<file path="src/rtl/ov7670_pkg.sv">
// Shared types and constants for the OV7670 capture path: FSM states, default
// geometry and the RGB565 -> RGB332 bit slicing.
package ov7670_pkg;

  typedef enum logic [2:0] {
    ST_IDLE,
    ST_WAIT_SOF,
    ST_BYTE1,
    ST_BYTE2,
    ST_DONE
  } cap_state_t;

  localparam int IMG_W_DEF = 160;
  localparam int IMG_H_DEF = 120;
  localparam int PIXELS    = IMG_W_DEF * IMG_H_DEF;

  // Byte 1 carries R[4:0]:G[5:3], byte 2 carries G[2:0]:B[4:0]
  localparam int R_HI = 7;
  localparam int R_LO = 5;
  localparam int G_HI = 2;
  localparam int G_LO = 0;
  localparam int B_HI = 4;
  localparam int B_LO = 3;

  function automatic logic [7:0] rgb565_to_332(input logic [7:0] hi, input logic [7:0] lo);
    return {hi[R_HI:R_LO], hi[G_HI:G_LO], lo[B_HI:B_LO]};
  endfunction

endpackage

</file>
<file path="src/rtl/edge_detect.sv">
// Rise/fall pulse generator: one registered history bit, pulses valid in the
// cycle the input differs from its previous sample.
module edge_detect (
  input  logic clk_i,
  input  logic arst_i,
  input  logic sig_i,
  output logic rise_o,
  output logic fall_o
);

  logic sig_q;

  always_ff @(posedge clk_i or posedge arst_i) begin
    if (arst_i) sig_q <= 1'b0;
    else        sig_q <= sig_i;
  end

  assign rise_o = sig_i & ~sig_q;
  assign fall_o = ~sig_i & sig_q;

endmodule

</file>
<file path="src/rtl/ov7670_pixel_capture.sv">
// Packs the registered OV7670 RGB565 byte stream into RGB332 frame-buffer writes.
// Define LINE_CHECK_EN to add the sticky line_err geometry checker.
module ov7670_pixel_capture
  import ov7670_pkg::*;
#(
  parameter int IMG_W = IMG_W_DEF,
  parameter int IMG_H = IMG_H_DEF,
  parameter int AW    = 15
) (
  input  logic          pclk,
  input  logic          async_reset,
  input  logic          init_cap,
  input  logic          vsync,
  input  logic          href,
  input  logic [7:0]    px_byte,
  output logic [AW-1:0] mem_px_addr,
  output logic [7:0]    mem_px_data,
  output logic          px_wr,
  output logic          busy,
  output logic          frame_done
`ifdef LINE_CHECK_EN
  ,
  output logic          line_err
`endif
);

  localparam int            NPIX      = IMG_W * IMG_H;
  localparam logic [AW-1:0] LAST_ADDR = AW'(NPIX - 1);

  cap_state_t    state_q;
  logic [7:0]    b1_q;
  logic [AW-1:0] addr_q;
  logic [7:0]    data_q;
  logic          wr_q;
  logic          busy_q;
  logic          done_q;
  logic          full_q;

  logic vsync_rise, vsync_fall;
  logic href_rise_unused, href_fall;

  edge_detect u_vsync_edge (
    .clk_i (pclk),
    .arst_i(async_reset),
    .sig_i (vsync),
    .rise_o(vsync_rise),
    .fall_o(vsync_fall)
  );

  edge_detect u_href_edge (
    .clk_i (pclk),
    .arst_i(async_reset),
    .sig_i (href),
    .rise_o(href_rise_unused),
    .fall_o(href_fall)
  );

  always_ff @(posedge pclk or posedge async_reset) begin
    if (async_reset) begin
      state_q <= ST_IDLE;
      b1_q    <= '0;
      addr_q  <= '0;
      data_q  <= '0;
      wr_q    <= 1'b0;
      busy_q  <= 1'b0;
      done_q  <= 1'b0;
      full_q  <= 1'b0;
    end else begin
      wr_q   <= 1'b0;
      done_q <= 1'b0;
      // Address advances after each write and parks on the last pixel
      if (wr_q) begin
        if (addr_q == LAST_ADDR) full_q <= 1'b1;
        else                     addr_q <= addr_q + 1'b1;
      end
      unique case (state_q)
        ST_IDLE: begin
          if (init_cap) begin
            state_q <= ST_WAIT_SOF;
            busy_q  <= 1'b1;
            addr_q  <= '0;
            full_q  <= 1'b0;
          end
        end
        ST_WAIT_SOF: begin
          if (vsync_fall) state_q <= ST_BYTE1;
        end
        ST_BYTE1: begin
          if (vsync_rise) begin
            state_q <= ST_DONE;
          end else if (href) begin
            b1_q    <= px_byte;
            state_q <= ST_BYTE2;
          end
        end
        ST_BYTE2: begin
          if (vsync_rise) begin
            state_q <= ST_DONE;
          end else if (href) begin
            if (!full_q) begin
              data_q <= rgb565_to_332(b1_q, px_byte);
              wr_q   <= 1'b1;
            end
            state_q <= ST_BYTE1;
          end else if (href_fall) begin
            // Odd byte count on this line: drop the orphaned first byte
            state_q <= ST_BYTE1;
          end
        end
        ST_DONE: begin
          done_q  <= 1'b1;
          busy_q  <= 1'b0;
          state_q <= ST_IDLE;
        end
        default: state_q <= ST_IDLE;
      endcase
    end
  end

  assign mem_px_addr = addr_q;
  assign mem_px_data = data_q;
  assign px_wr       = wr_q;
  assign busy        = busy_q;
  assign frame_done  = done_q;

`ifdef LINE_CHECK_EN
  logic [15:0] byte_cnt_q;
  logic [15:0] line_cnt_q;
  logic        line_err_q;
  logic        capturing;
  logic [15:0] lines_total;

  assign capturing   = (state_q == ST_BYTE1) || (state_q == ST_BYTE2);
  assign lines_total = line_cnt_q + 16'(href_fall);

  always_ff @(posedge pclk or posedge async_reset) begin
    if (async_reset) begin
      byte_cnt_q <= '0;
      line_cnt_q <= '0;
      line_err_q <= 1'b0;
    end else if (state_q == ST_IDLE && init_cap) begin
      byte_cnt_q <= '0;
      line_cnt_q <= '0;
      line_err_q <= 1'b0;
    end else if (capturing) begin
      if (href_fall) begin
        if (byte_cnt_q != 16'(2 * IMG_W)) line_err_q <= 1'b1;
        line_cnt_q <= lines_total;
        byte_cnt_q <= '0;
      end else if (href && !vsync_rise) begin
        byte_cnt_q <= byte_cnt_q + 1'b1;
      end
      if (vsync_rise && lines_total != 16'(IMG_H)) line_err_q <= 1'b1;
    end
  end

  assign line_err = line_err_q;
`endif

endmodule

</file>
<file path="config.mk">
export PLATFORM = sky130hd
export DESIGN_NAME = ov7670_pixel_capture
export DESIGN_NICKNAME = d
export VERILOG_FILES = /design/src/rtl/ov7670_pkg.sv /design/src/rtl/edge_detect.sv /design/src/rtl/ov7670_pixel_capture.sv
export SDC_FILE = /design/constraint.sdc
export NUM_CORES = 1
export LEC_CHECK = 0
export CELL_PAD_IN_SITES_DETAIL_PLACEMENT = 1
export CELL_PAD_IN_SITES_GLOBAL_PLACEMENT = 2
export CORE_ASPECT_RATIO = 0.9
export CORE_MARGIN = 8
export CORE_UTILIZATION = 35
export DETAILED_ROUTE_END_ITERATION = 8
export PLACE_DENSITY_LB_ADDON = 0.12
export SLEW_MARGIN = 20
export SYNTH_ARGS = -nofsm -noshare
export SYNTH_HDL_FRONTEND = slang
export SYNTH_SLANG_ARGS = --single-unit
</file>
<file path="constraint.sdc">
create_clock -name pclk -period 4.6 [get_ports pclk]
set_input_delay 0.92 -clock pclk [delete_from_list [all_inputs] [get_ports pclk]]
set_output_delay 0.92 -clock pclk [all_outputs]
set_load 0.02 [all_outputs]
</file>
==> impl_metrics.py <==
metrics = {
    "run_status": {
        "status": "finished, final reports clean",
    },
    "layout": {
        "fin_nets": 205,
        "stdcell_count": 257,
        "synthToLayoutAreaGrowth_pct": 31.8,
        "drive_gt1_share_pct": 22.4,
        "fin_area_um2": 2350,
        "final_util_pct": 48.0,
        "antenna_cells": 0,
    },
    "worst_hold_path": {
        "worstHoldPathCells": 1,
        "holdCritPathClass": "reg2reg",
    },
    "setup_path": {
        "worstPathRequired_ns": 4.78,
        "critPathKind": "in2reg",
        "r2r_setup_slack_ns": 2.42,
        "cp_max_fo": 9,
        "ff2ff_path_depth": 5,
        "endpoint_kind": "register",
        "start_kind": "input pin",
        "crit_arrival_ns": 2.66,
    },
    "cts": {
        "cts_hold_buf": 0,
        "clk_pin_slew_ns": 0.08,
        "cts_tree": "done",
        "cts.sinks": 38,
        "root_buffer": "clkbuf_8",
        "post_cts_buffers": 0,
        "clkLatencyLatePin_ns": 0.29,
        "cts_buffer_depth": 2,
        "htree_levels": 2,
        "cts_made_buffers": 5,
        "cts_resized": 0,
    },
    "timing": {
        "worst_pin_slew_ns": 0.855,
        "max_freq_ghz": 0.402,
        "slew_violations": 0,
        "rsz0062_at_grt": "no",
        "post-route-min-period_ns": 2.49,
        "tns_ns": 0,
        "relSlewSlack_pct": 42.8,
        "hold_violations": 0,
        "setup_viol": 0,
        "post-route-period-util_pct": 54.1,
        "clock_skew_ns": 0.00378,
    },
    "logic_synthesis": {
        "async_reset_ff_share_pct": 100,
        "yosysSeqAreaShare_pct": 53.3,
        "synthFlopType": "dfrtp_1",
        "synth-seq-cells": 38,
        "syn-num-nets": 161,
        "ys_warn_count": 0,
        "synth-edff-count": 0,
        "syn_inst": 147,
        "synth_area_um2": 1780,
        "syn_area_per_cell_um2": 12.1,
        "synth_cell_types": 45,
    },
    "drt": {
        "ant_nets": 0,
        "drtIter0Drc": 46,
        "via_per_inst": 5.08,
        "wire_per_inst_um": 16.6,
        "dr.pass1.iters": 4,
        "post-route-drc-count": 0,
        "num_vias": 1306,
        "routed_wl_um": 4280,
    },
    "floorplanning": {
        "die_y_um": 83.7,
        "die_area_um2": 7640,
        "initial_core_util_pct": 36.5,
        "coreArea_um2": 4890,
        "fp-row-count": 24,
        "ios": 39,
        "fp.dieW_um": 91.3,
    },
    "grt": {
        "grt_pass1_wl_um": 7400,
        "antenna_found_initial": 0,
        "grt_overflow": 0,
        "grt_pass1_vias": 1428,
        "grt.total_usage_pct": 11.9,
        "grt_max_degree": 39,
    },
    "place": {
        "port_buffers": 38,
        "dp_hpwl_um": 3150,
        "finalWeightedCongestion": 0.764,
        "place_area_um2": 2240,
        "dp_cells": 249,
    },
    "pwr": {
        "leakagePower_uw": 0.00100,
        "p_per_area_nw_per_um2": 471,
        "peakVddDrop_mv": 0.241,
    },
    "job": {
        "maxCapViolCount": 0,
    },
}
==> cell usage after synthesis (2+ instances only) <==
cell	number	share of area, %
a21oi_1	5	1.4
a21oi_2	4	2.0
and2_1	2	0.70
and3_1	2	0.70
dfrtp_1	38	53
inv_1	3	0.63
mux2_2	6	3.8
mux2_4	8	6.7
nand2_1	6	1.3
nand3_1	7	2.0
nand4_1	5	1.8
nor2_1	13	2.7
nor2_2	2	0.70
nor3_2	2	1.1
o21ai_0	4	1.1
o21ai_2	4	2.0
or3_1	5	1.8
xor2_1	4	2.0
==> layout by cell type, fill, tap and decap left out, types with 3 or more instances in the layout <==
cell / instances
dfrtp_1: 38
clkdlybuf4s50_1: 38
nor2_1: 13
mux2_4: 8
nand3_1: 7
mux2_2: 6
nand2_1: 6
or3_1: 5
a21oi_1: 5
nand4_1: 5
clkbuf_8: 5
o21ai_0: 4
xor2_1: 4
o21ai_2: 4
a21oi_2: 4
inv_1: 3
==> worst max-delay path, cell delays in order <==
cell and delay [ns]:
clkdlybuf4s50_1 0.44, nand2b_1 0.16, nand4b_1 0.15, or3b_1 0.61, mux2_4 0.39
==> area by class of cell <==
class / instances / area (um^2)
sequential: 38 / 951
timing repair buffer: 40 / 395
multi-input combinational: 103 / 798
fill: 539 / 2540
clock buffer: 5 / 68.8
clock inverter: 3 / 45.0
tap: 65 / 81.3
inverter: 3 / 11.3
==> path summary, 6_finish.rpt <==
| check | to | from |
|---|---|---|
| max | mem_px_data[7] | vsync |
| max reg2reg | mem_px_addr[7] | mem_px_addr[0] |
| min | mem_px_data[4] | b1_q[2] |
| min reg2reg | mem_px_data[4] | b1_q[2] |
| min in group asynchronous | mem_px_data[0] | async_reset |
| max in group asynchronous | mem_px_addr[6] | async_reset |
==> where the power goes <==
group | internal [uW] | switching (uW) | total, uW | leakage, uW
Clock | 161 | 126 | 287 | 0.0000504
Combinational | 189 | 155 | 344 | 0.000457
Sequential | 414 | 62.3 | 476 | 0.000493
Total | 765 | 343 | 1110 | 0.00100
==> through the flow <==
step	hold WS [ns]	total power (uW)	setup WS [ns]
after floorplan	0.456	685	2.52
after global placement	0.487	820	1.87
after detailed placement	0.488	835	1.80
after CTS	0.501	1130	2.10
after global routing	0.523	1180	2.05
final	0.501	1110	2.11
==> sequential cells by signal (all words and copies together) (netlist names) <==
name and count:
state_q 3, busy 1, px_wr 1, b1_q 6, mem_px_data 8, mem_px_addr 15, frame_done 1, full_q 1
u_href_edge.sig_q 1, u_vsync_edge.sig_q 1
==> routing by layer <==
layer / global-route usage [%] / wire length (um)
met5: 0 / 0
met4: 2.67 / 12
met3: 4.14 / 172
met2: 18.8 / 2030
met1: 15.1 / 2060
==> cell families (layout without fill, tap and decap cells) <==
kind of cell | after synthesis | in the layout | share of synthesized area, %
AOI/OAI and AO/OA | 23 | 23 | 10.2
xor gates and xnor gates | 4 | 4 | 1.96
adders and majority gates | 1 | 1 | 0.701
buffers and inverters | 6 | 51 | 1.96
DFF | 38 | 38 | 53.3
muxes | 15 | 15 | 11.1
and+or+nand+nor | 60 | 60 | 20.8
Power figures use the tool's default switching activity.
